$ cat src/rtl/bus_slave_router.sv
// Slave-side bus router: shifts in a serial slave id, enables that slave, waits for
// ready (bounded), holds the route until done, then requests bus release.
module bus_slave_router #(
  parameter int N_SLAVES = 3,
  parameter int SID_W    = 2,
  parameter int TIMEOUT  = 16,
  parameter int TO_W     = 5
) (
  input  logic                clk,
  input  logic                reset,
  input  logic                bus_busy,
  input  logic                sel_valid,
  input  logic                sel_bit,
  input  logic [N_SLAVES-1:0] slave_ready,
  input  logic [N_SLAVES-1:0] slave_done,
  output logic [N_SLAVES-1:0] slave_en,
  output logic [SID_W-1:0]    slave_grant,
  output logic                route_ack,
  output logic                route_err,
  // "release" is a reserved word, so the release request is named release_req
  output logic                release_req
);

  localparam int BC_W = $clog2(SID_W + 1);
  localparam logic [SID_W:0] ID_LIMIT = (SID_W + 1)'(N_SLAVES);

  typedef enum logic [2:0] {
    S_IDLE,
    S_ADDR,
    S_WAIT_RDY,
    S_ACTIVE,
    S_RELEASE
  } state_t;

  state_t              state_q, state_d;
  logic [SID_W-1:0]    shift_q, shift_d;
  logic [BC_W-1:0]     bit_cnt_q, bit_cnt_d;
  logic [TO_W-1:0]     to_cnt_q, to_cnt_d;
  logic [N_SLAVES-1:0] slave_en_q, slave_en_d;
  logic [SID_W-1:0]    slave_grant_q, slave_grant_d;
  logic                route_ack_q, route_ack_d;
  logic                route_err_q, route_err_d;
  logic                release_q, release_d;

  logic [SID_W-1:0]    sid_next;
  logic                ready_hit;
  logic                done_hit;

  // slave_en_q is one-hot on the routed slave, so masking ignores all other slaves
  assign sid_next  = (shift_q << 1) | SID_W'(sel_bit);
  assign ready_hit = |(slave_ready & slave_en_q);
  assign done_hit  = |(slave_done & slave_en_q);

  always_comb begin
    state_d       = state_q;
    shift_d       = shift_q;
    bit_cnt_d     = bit_cnt_q;
    to_cnt_d      = to_cnt_q;
    slave_en_d    = slave_en_q;
    slave_grant_d = slave_grant_q;
    route_ack_d   = 1'b0;
    route_err_d   = 1'b0;
    release_d     = release_q;

    case (state_q)
      S_IDLE: begin
        slave_en_d    = '0;
        slave_grant_d = '0;
        release_d     = 1'b0;
        if (bus_busy) begin
          state_d   = S_ADDR;
          shift_d   = '0;
          bit_cnt_d = '0;
        end
      end

      S_ADDR: begin
        if (!bus_busy) begin
          state_d = S_IDLE;
        end else if (sel_valid) begin
          shift_d   = sid_next;
          bit_cnt_d = bit_cnt_q + 1'b1;
          if (bit_cnt_q == BC_W'(SID_W - 1)) begin
            if ({1'b0, sid_next} < ID_LIMIT) begin
              state_d       = S_WAIT_RDY;
              to_cnt_d      = '0;
              slave_grant_d = sid_next;
              slave_en_d    = N_SLAVES'(1) << sid_next;
            end else begin
              state_d     = S_RELEASE;
              route_err_d = 1'b1;
              release_d   = 1'b1;
            end
          end
        end
      end

      S_WAIT_RDY: begin
        if (!bus_busy) begin
          state_d       = S_IDLE;
          slave_en_d    = '0;
          slave_grant_d = '0;
        end else if (ready_hit) begin
          state_d     = S_ACTIVE;
          route_ack_d = 1'b1;
        end else if (to_cnt_q == TO_W'(TIMEOUT - 1)) begin
          state_d       = S_RELEASE;
          route_err_d   = 1'b1;
          release_d     = 1'b1;
          slave_en_d    = '0;
          slave_grant_d = '0;
        end else begin
          to_cnt_d = to_cnt_q + 1'b1;
        end
      end

      S_ACTIVE: begin
        if (!bus_busy) begin
          state_d       = S_IDLE;
          slave_en_d    = '0;
          slave_grant_d = '0;
        end else if (done_hit) begin
          state_d       = S_RELEASE;
          release_d     = 1'b1;
          slave_en_d    = '0;
          slave_grant_d = '0;
        end
      end

      S_RELEASE: begin
        if (!bus_busy) begin
          state_d   = S_IDLE;
          release_d = 1'b0;
        end
      end

      default: begin
        state_d       = S_IDLE;
        slave_en_d    = '0;
        slave_grant_d = '0;
        release_d     = 1'b0;
      end
    endcase
  end

  always_ff @(posedge clk) begin
    if (!reset) begin
      state_q       <= S_IDLE;
      shift_q       <= '0;
      bit_cnt_q     <= '0;
      to_cnt_q      <= '0;
      slave_en_q    <= '0;
      slave_grant_q <= '0;
      route_ack_q   <= 1'b0;
      route_err_q   <= 1'b0;
      release_q     <= 1'b0;
    end else begin
      state_q       <= state_d;
      shift_q       <= shift_d;
      bit_cnt_q     <= bit_cnt_d;
      to_cnt_q      <= to_cnt_d;
      slave_en_q    <= slave_en_d;
      slave_grant_q <= slave_grant_d;
      route_ack_q   <= route_ack_d;
      route_err_q   <= route_err_d;
      release_q     <= release_d;
    end
  end

  assign slave_en    = slave_en_q;
  assign slave_grant = slave_grant_q;
  assign route_ack   = route_ack_q;
  assign route_err   = route_err_q;
  assign release_req = release_q;

endmodule

$ cat config.mk
export PLATFORM = sky130hd
export DESIGN_NAME = bus_slave_router
export DESIGN_NICKNAME = d
export VERILOG_FILES = /design/src/rtl/bus_slave_router.sv
export SDC_FILE = /design/constraint.sdc
export NUM_CORES = 1
export LEC_CHECK = 0
export ABC_AREA = 1
export BUFFER_PORTS_ARGS = -buffer_cell sky130_fd_sc_hd__buf_2
export CAP_MARGIN = 20
export CORE_AREA = 5 5 52 54
export DETAILED_ROUTE_END_ITERATION = 10
export DIE_AREA = 0 0 57 59
export PLACE_DENSITY = 0.81
export SETUP_SLACK_MARGIN = 0.05
export SYNTH_ARGS = -nofsm -noshare
export SYNTH_HDL_FRONTEND = slang
export SYNTH_SLANG_ARGS = --single-unit
$ cat constraint.sdc
create_clock -name clk -period 2.5 [get_ports clk]
set_clock_uncertainty 0.15 [all_clocks]
set_input_delay 0.125 -clock clk [delete_from_list [all_inputs] [get_ports clk]]
set_output_delay 0.125 -clock clk [all_outputs]
set_load 0.02 [all_outputs]
## Word level (Yosys, flattened, before mapping)

Cells that the tools add are included.
Widths: inputs -> output; s select.

| word-level totals | value |
|---|---|
| register bits | 19 |
| bits in latches | 0 |
| bits in writable memories | 0 |
| bits in read-only memories | 0 |
| input bits | 11 |
| output and inout bits | 8 |
| word-level logic and storage cells | 120 |
| memories | 0 |

| cells by class | value |
|---|---|
| add/subtract/negate cells | 2 |
| multiply operators | 0 |
| div/mod/pow operators | 0 |
| order comparisons | 1 |
| equality and inequality tests | 25 |
| shift-type cells | 1 |
| multiplexer cells | 67 |
| bitwise logic cells | 4 |
| reductions and logical operators | 11 |

Operators by type and width:

| operator | count |
|---|---|
| $mux 3 | 20 |
| $mux 5 | 7 |
| $ne 2x2->1 const B | 13 |
| $mux 2 | 12 |
| $mux 1 | 20 |
| $reduce_and 8->1 | 2 |
| $ne 3x3->1 const B | 5 |
| $pmux 3 s5 | 1 |
| $pmux 3 s4 | 1 |
| $pmux 5 s2 | 1 |
| $reduce_and 10->1 | 1 |
| $pmux 2 s4 | 1 |
| $and 3x3->3 | 2 |
| $eq 3x2->1 const B | 2 |
| $reduce_and 6->1 | 1 |
| $reduce_or 3->1 | 2 |
| $add 5x1->5 const B | 1 |
| $eq 5x4->1 const B | 1 |
| $ne 4x4->1 const B | 1 |
| $pmux 1 s2 | 2 |
| $pmux 1 s4 | 1 |
| $pmux 2 s2 | 1 |
| $reduce_and 4->1 | 1 |
| $reduce_bool 2->1 | 2 |
| 10 further kinds | 10 |

## Longest topological paths before layout

Gate-level depths: netlist (run 1).

| logic depth | value |
|---|---|
| word-level depth | 7 |
| depth in mapped cells | 13 |
| depth with buffers taken out | 13 |

## Least setup slack after synthesis (run 1)

OpenSTA, ideal clock, no wires.

| timing path | value |
|---|---|
| kind | flip-flop to flip-flop |
| start point | register to_cnt_q[0] |
| end point | register to_cnt_q[3] |
| setup time | 0.119 ns |
| arrival | 1.406 ns |
| data required time | 2.231 ns |
| setup slack | 0.825 ns |
| stages on the path, launching flop included | 13 |
| path buffers | 0 |
| clock period less this slack | 1.675 ns |
| path through | dfxtp_1 ha_1 nand2_1 nor2_1 ha_1 inv_1 nand3_1 nand2_1 nand2_1 nor2_1 nand2_1 nand2_1 a21oi_1 |

| on the way | value |
|---|---|
| word-level cells in the longest chain between the ends | 5 |
| elaborated cells on any way between the ends | 8 |
| those cells by class | add/sub: 1; eq/ne: 2; mux: 4; reduce/logical: 1 |

RTL lines:

| what | line | source |
|---|---|---|
| start, declared | 38 | `logic [TO_W-1:0] to_cnt_q, to_cnt_d;` |
| start signal, assigned | 161 | `to_cnt_q <= to_cnt_d;` |
| $add 5x1->5 | 113 | `to_cnt_d = to_cnt_q + 1'b1;` |
| $mux 5 | 106 | `end else if (to_cnt_q == TO_W'(TIMEOUT - 1)) begin` |
| $mux 5 | 103 | `end else if (ready_hit) begin` |
| $mux 5 | 99 | `if (!bus_busy) begin` |
| $pmux 5 s2 | 65 | `case (state_q)` |

Parallel ways exist; a longest one is shown, timed or not. The select of a mux whose other input is x is not followed.
A chain may end at the register's enable or synchronous reset.

## Worst setup path after layout (run 1)

| timing path | value |
|---|---|
| start point | register to_cnt_q[0] |
| end point | register slave_grant_q[1], in the netlist slave_grant[1] |

| on the way | value |
|---|---|
| word-level cells in the longest chain between the ends | 3 |

RTL lines:

| what | line | source |
|---|---|---|
| $eq 5x4->1 | 106 |  |
| $ne 3x3->1 (no source line) | -- |  |
| $reduce_and 8->1 (no source line) | -- |  |
| end signal, assigned | 163 | `slave_grant_q <= slave_grant_d;` |
| end, declared | 40 | `logic [SID_W-1:0] slave_grant_q, slave_grant_d;` |

No other way between the ends.

==> results.txt, run 1 <==
----------------------------------------------------
[Power and ir drop]
  Worst IR drop on VDD ... 817.4 uV
  Leakage power summed over all cells ... 0.7523 nW
  Sum of internal, switching and leakage power ... 1.454 mW
  Power per standard cell area ... 1049 nW/um2

[Setup path]
  Crit Path Max Fanout ... 4
  R2R setup slack ... 620 ps
  Worst Path Arrival ... 1980 ps
  Worst Setup End Kind ... flip-flop
  Critical path startpoint category ... flip-flop
  Req. time, crit path ... 2600 ps
  Kind of critical path ... flip-flop to flip-flop

[Placement]
  Number of buffer cells added on primary ports ... 18
  Final HPWL DP ... 2246 um
  Placer's final routability congestion estimate ... 0.9320
  Worst slack after detailed placement ... 644.4 ps

[Timing]
  Final worst-path setup slack ... 618.2 ps
  Clock period minus worst slack ... 1882 ps
  Transition time at the pin with the least slew margin ... 401.0 ps
  Final Hold Vio Count ... 0
  Highest attainable clock frequency ... 531.4 MHz
  Final Slew Violations ... 0
  Final-report setup violation count ... 0
  Total negative slack for setup checks ... 0 ps
  Tightest slew margin relative to the limit ... 73.23%
  Final worst path period share ... 75.27%
  Setup repair after global routing missed its margin ... no

[Global route]
  GRT Util Overall ... 17.95%
  Via count of the first global-routing pass ... 1129
  Pin count of the biggest net entering global routing ... 16
  Number of antenna violations at the first check in global routing ... 0
  Remaining global-route overflow ... 0
  First-pass GRT wire length ... 4795 um

[Clocking]
  Count of hold-fix buffers inserted at cts ... 0
  Clock insertion delay at the later pin of the skew report ... 310 ps
  Register clock-pin slew on the reported worst setup and hold paths ... 110 ps
  Clock root cell ... sky130_fd_sc_hd__clkbuf_4
  CTS tree ... done
  Post-CTS resize count ... 0
  Deepest clock path buffer count ... 2
  Post-CTS setup buffer count ... 0
  Total clock sinks ... 19
  Inserted Clock Buffers ... 3
  Count of H-tree levels built during CTS ... 1

[Job]
  Max Cap Viol ... 0

[Hold path]
  Class of the tightest hold or removal check ... input port to flip-flop

[Finish]
  Antenna fix cells ... 0
  Most frequent cells in the layout ... sky130_fd_sc_hd__nand2_1, sky130_fd_sc_hd__nor2_1, sky130_fd_sc_hd__inv_1
  Share of cells above drive strength 1 ... 15.72%
  Final Net Count ... 244
  Area growth from synthesis to final layout ... 10.91%
  Most common cell after layout, fill and taps aside ... sky130_fd_sc_hd__nand2_1

[Synthesis]
  Syn. warnings ... 0
  Total standard cell area after synthesis ... 1250 um2
  Flops & latches, synth ... 19
  Post-Synthesis Cells ... 210
  Synth Area per Inst ... 5.952 um2
  Net Count, Synth ... 224
  Count of different cell masters after synthesis ... 23
  Sequential fraction of the synthesis area ... 30.43%

[Floorplan]
  Initial core utilization ... 57.61%
  Die Span X ... 57 um
  Y dimension of the die ... 59 um
  Std-Cell Rows ... 17
  Overall die area ... 3363 um2
  Core box area ... 2170 um2
  I/O pin total ... 19

[Detailed routing]
  Total number of vias ... 1283
  Total iterations of the first detailed-routing run ... 4
  Post-route antenna net violation count ... 0
  Vias per std cell ... 4.992
  Number of DRC violations after detailed routing ... 0
  Routed wire length ... 2869 um
  Avg WL per Cell ... 11.16 um
  DR iter-0 viols ... 51

[Run status]
  Run status ... finished, final reports clean

----------------------------------------------------
cells in the mapped netlist (all sizes together):
cell    count  share of area (%)
a211oi      1               0.60
a21boi      1               0.60
a21oi      12                4.8
buf         2                1.0
clkbuf      1               0.30
clkinv      1               0.30
dfxtp      19                 30
ha          3                3.0
inv        28                8.4
nand2      60                 18
nand3      19                8.6
nand4       5                2.5
nor2       48                 17
o21a        1               0.60
o21ai       8                3.5
or2         1               0.50
flip-flops by register name, indices dropped and copies added (netlist names):
register	flops
to_cnt_q	5
slave_en	3
state_q	3
bit_cnt_q	2
slave_grant	2
release_req	1
route_ack	1
route_err	1
shift_q	1
per-layer routing:
metal / vias to the layer above / GRT usage [%] / wire length, um
li1: 699 / - / -
met1: 536 / 23.88 / 1313
met2: 44 / 29.53 / 1308
met3: 4 / 1.961 / 209
met4: 0 / 7.616 / 38
met5: - / 0 / 0
cells by family (layout without fill, tap and decap cells):
group	Yosys count	count (layout)	synth area share, %
flops	19	19	30.43
compound gates	23	23	10.11
simple gates	133	133	46.45
fa+ha+maj	3	3	3.003
buf+inv	32	51	10.01
layout make-up:
type | instances | area (um2)
Clock buffer | 3 | 22.52
Clock inverter | 1 | 5.005
Fill cell | 230 | 783.3
Inverter | 29 | 108.9
Multi-Input combinational cell | 159 | 744.5
Sequential cell | 19 | 380.4
Tap cell | 28 | 35.03
Timing Repair Buffer | 18 | 90.09
through the flow:
step,utilization [%],std cells,hold WS (ps),area [um2]
after floorplan,-,210,97.73,1250
after global placement,62.63,253,310.2,1359
after detailed placement,62.63,253,318.2,1359
after CTS,63.90,257,11.48,1386
after global routing,63.90,257,27.56,1386
final,63.90,257,21.19,1386
worst max-delay path, cell delays in order, from the launching register on:
cell and delay (ps):
sky130_fd_sc_hd__dfxtp_1 400, sky130_fd_sc_hd__ha_1 210, sky130_fd_sc_hd__nand2_1 60, sky130_fd_sc_hd__nor2_1 100
sky130_fd_sc_hd__ha_1 150, sky130_fd_sc_hd__inv_1 60, sky130_fd_sc_hd__o21ai_0 250, sky130_fd_sc_hd__nand2_1 100
sky130_fd_sc_hd__nor2_2 170, sky130_fd_sc_hd__nor2_1 60, sky130_fd_sc_hd__nor2_1 100
power breakdown:
part / internal [mW] / switching (mW) / leakage [nW]
combinational: 0.290 / 0.546 / 0.579
sequential: 0.376 / 0.0805 / 0.155
clock: 0.0598 / 0.102 / 0.0177
total: 0.726 / 0.728 / 0.752
path summary, 6_finish.rpt:
kind,start,endpoint,cells past startpoint
setup / recovery,to_cnt_q[0],slave_grant[1],10
hold / removal,reset,slave_en[0],3
setup reg to reg,to_cnt_q[0],slave_grant[1],10
hold reg to reg,to_cnt_q[4],to_cnt_q[4],2
Note: power is estimated with default switching activity, not from simulation.
==> inputs of run 2 (changes only) <==
--- a/config.mk
+++ b/config.mk
@@ -8,10 +8,10 @@
 export ABC_AREA = 1
 export BUFFER_PORTS_ARGS = -buffer_cell sky130_fd_sc_hd__buf_2
 export CAP_MARGIN = 20
-export CORE_AREA = 5 5 52 54
+export CORE_AREA = 5 5 43 72
 export DETAILED_ROUTE_END_ITERATION = 10
-export DIE_AREA = 0 0 57 59
-export PLACE_DENSITY = 0.81
+export DIE_AREA = 0 0 48 77
+export PLACE_DENSITY = 0.73
 export SETUP_SLACK_MARGIN = 0.05
 export SYNTH_ARGS = -nofsm -noshare
 export SYNTH_HDL_FRONTEND = slang
==> constraint.sdc (replaced) <==
create_clock -name clk -period 1.9 [get_ports clk]
set_clock_uncertainty 0.15 [all_clocks]
set_input_delay 0.095 -clock clk [delete_from_list [all_inputs] [get_ports clk]]
set_output_delay 0.095 -clock clk [all_outputs]
set_load 0.02 [all_outputs]
==> results.txt, run 2 (same netlist as run 1, synthesis figures left out) <==
----------------------------------------------------
[Run status]
  Run status ... finished, final reports clean

[Timing]
  Total negative slack for setup checks ... 0 ps (unchanged)
  Clock period minus worst slack ... 1736 ps (-145.4 ps)
  Transition time at the pin with the least slew margin ... 311.8 ps (-89.24 ps)
  Setup repair after global routing missed its margin ... no
  Tightest slew margin relative to the limit ... 79.00% (+5.8 points)
  Final Slew Violations ... 0 (unchanged)
  Smallest hold slack ... 56.13 ps (+34.94 ps)
  Final-report setup violation count ... 0 (unchanged)
  Final Hold Vio Count ... 0 (unchanged)
  Final worst path period share ... 91.39% (+16 points)
  Highest attainable clock frequency ... 575.9 MHz (+8.4%)

[Finish]
  Register area ... 385.4 um2 (+1.3%)
  Non-filler instance count after layout ... 259 (+0.78%)
  Most common cell after layout, fill and taps aside ... sky130_fd_sc_hd__nand2_1
  Footprint of the multi-input gates ... 792.0 um2 (+6.4%)
  Area growth from synthesis to final layout ... 18.72%
  Final Net Count ... 248 (+1.6%)
  Layout fillers ... 248 (+7.8%)
  Share of cells above drive strength 1 ... 22.32% (+6.6 points)
  Antenna fix cells ... 0 (unchanged)
  Flip-flop count of the largest register, all copies and words added ... 5 (unchanged)
  Most frequent cells in the layout ... sky130_fd_sc_hd__nand2_1, sky130_fd_sc_hd__nor2_1, sky130_fd_sc_hd__inv_1
  Largest register by flop count ... to_cnt_q

[Setup path]
  Top cell by count, worst path ... sky130_fd_sc_hd__nand2_1
  Critical path buffer and inverter count ... 1 (unchanged)
  Maximum single-stage delay on the critical path ... 340 ps (-60 ps)
  Req. time, crit path ... 1950 ps (-650 ps)
  Kind of critical path ... flip-flop to flip-flop
  Crit Path Max Fanout ... 4 (unchanged)
  Critical path startpoint category ... flip-flop
  Top Family by Delay on Critical Path ... simple AND/OR/NAND/NOR gates
  Worst Path Arrival ... 1780 ps (-200 ps)
  Worst Setup End Kind ... flip-flop
  Critical path, cell by cell ... ha_4 -> nand2_1 -> nor2_1 -> ha_2 -> inv_2 -> nand2_1 -> nor2_2 -> nand2_2 -> or2_1 -> a21oi_1
  Slowest library cell on the worst path ... sky130_fd_sc_hd__dfxtp_2

[Detailed routing]
  DR iter-0 viols ... 41 (-20%)
  Avg WL per Cell ... 12.12 um (+8.6%)
  Post-route antenna net violation count ... 0 (unchanged)
  Vias per std cell ... 5.259 (+5.3%)
  Routed wire length ... 3139 um (+9.4%)
  Total number of vias ... 1362 (+6.2%)
  Number of DRC violations after detailed routing ... 0 (unchanged)
  Total iterations of the first detailed-routing run ... 4 (unchanged)

[Global route]
  Number of antenna violations at the first check in global routing ... 0 (unchanged)
  Via count of the first global-routing pass ... 1230 (+8.9%)
  First-pass GRT wire length ... 4974 um (+3.7%)
  Remaining global-route overflow ... 0 (unchanged)
  Pin count of the biggest net entering global routing ... 16 (unchanged)
  GRT Util Overall ... 18.02% (+0.074 points)

[Floorplan]
  Core box area ... 2462 um2 (+13%)
  Std-Cell Rows ... 24 (+7)
  Overall die area ... 3696 um2 (+9.9%)
  Initial core utilization ... 50.76% (-6.9 points)
  Die Span X ... 48 um (-16%)
  Y dimension of the die ... 77 um (+31%)
  I/O pin total ... 19 (unchanged)

[Clocking]
  Total clock sinks ... 19 (unchanged)
  Clock insertion delay at the later pin of the skew report ... 260 ps (-50 ps)
  Register clock-pin slew on the reported worst setup and hold paths ... 70 ps (-40 ps)
  Count of H-tree levels built during CTS ... 1 (unchanged)
  Inserted Clock Buffers ... 3 (unchanged)
  CTS tree ... done
  Clock root cell ... sky130_fd_sc_hd__clkbuf_8
  Deepest clock path buffer count ... 2 (unchanged)

[Placement]
  Number of buffer cells added on primary ports ... 18 (unchanged)
  Placer's final routability congestion estimate ... 0.9365 (+0.48%)
  Post-Place Cells ... 253 (unchanged)
  Final HPWL DP ... 2417 um (+7.6%)

[Job]
  Max Cap Viol ... 0 (unchanged)

[Hold path]
  Class of the tightest hold or removal check ... input port to flip-flop

[Power and ir drop]
  Power per standard cell area ... 1413 nW/um2 (+35%)
  Leakage power summed over all cells ... 0.7806 nW (+3.8%)
  Worst IR drop on VDD ... 810.7 uV (-0.82%)

----------------------------------------------------
[run 2: cell count changes in the layout (fill, tap and decap cells not counted), moves of 3 or more]
cell / delta
sky130_fd_sc_hd__clkbuf_4: -3
sky130_fd_sc_hd__clkbuf_8: +3
sky130_fd_sc_hd__buf_4: +4
sky130_fd_sc_hd__dfxtp_1: -4
sky130_fd_sc_hd__dfxtp_2: +4
[run 2: repair_timing]
| item | CTS | global route |
|---|---|---|
| endpoints found under the setup margin | 3 | 15 |
| cloned | 0 | 0 |
| hold endpoints to repair | 0 | 0 |
| hold buffers | 0 | 0 |
| pin swaps | 0 | 5 |
| resized for setup | 2 | 17 |
| setup buffers | 0 | 2 |
[run 2: worst reg2reg max path, delay by kind of cell, from the launching register on]
family,cells,cell delay (ps)
adders and majority gates,2,330
DFF,1,340
AOI/OAI and AO/OA,1,130
and+or+nand+nor,6,640
buffers and inverters,1,80
[run 2: power by group]
group	leakage (nW)	internal (mW)	switching, mW
Sequential	0.157	0.501	0.108
Clock	0.0228	0.149	0.137
Combinational	0.601	0.432	0.769
Total	0.781	1.08	1.01
[run 2: metrics by stage]
| step | total power [mW] | instance area (um2) | util [%] | worst slack, ps |
|---|---|---|---|---|
| after global routing | 2.310 | 1484 | 60.26 | 38.97 |
| after floorplan | 1.484 | 1250 | - | 224.8 |
| after CTS | 2.017 | 1419 | 57.62 | 55.67 |
| final | 2.096 | 1484 | 60.26 | 163.6 |
| after global placement | 1.717 | 1371 | 55.69 | 30.19 |
| after detailed placement | 1.724 | 1371 | 55.69 | 30.34 |
[run 2: area by class of cell]
class                   count  share of cell area (%)
inverters                  29                   7.336
repair buffers             22                   8.094
well taps                  26                   2.192
multi-input cells         159                   53.37
clock buffers               4                   3.035
flip-flops and latches     19                   25.97
[run 2: final timing paths]
path,startpoint,slack (ps),cells past startpoint,endpoint
max,to_cnt_q[0],160,10,to_cnt_q[4]
min,reset,60,3,to_cnt_q[0]
max reg2reg,to_cnt_q[0],160,10,to_cnt_q[4]
min reg2reg,to_cnt_q[4],320,2,to_cnt_q[4]
[run 2: layer usage]
layer / vias to the layer above / wire length [um] / GRT usage [%]
li1: 711 / - / -
met2: 48 / 1565 / 29.71
met5: - / 0 / 0
met1: 587 / 1226 / 20.26
met4: 0 / 139 / 9.973
met3: 16 / 208 / 3.044
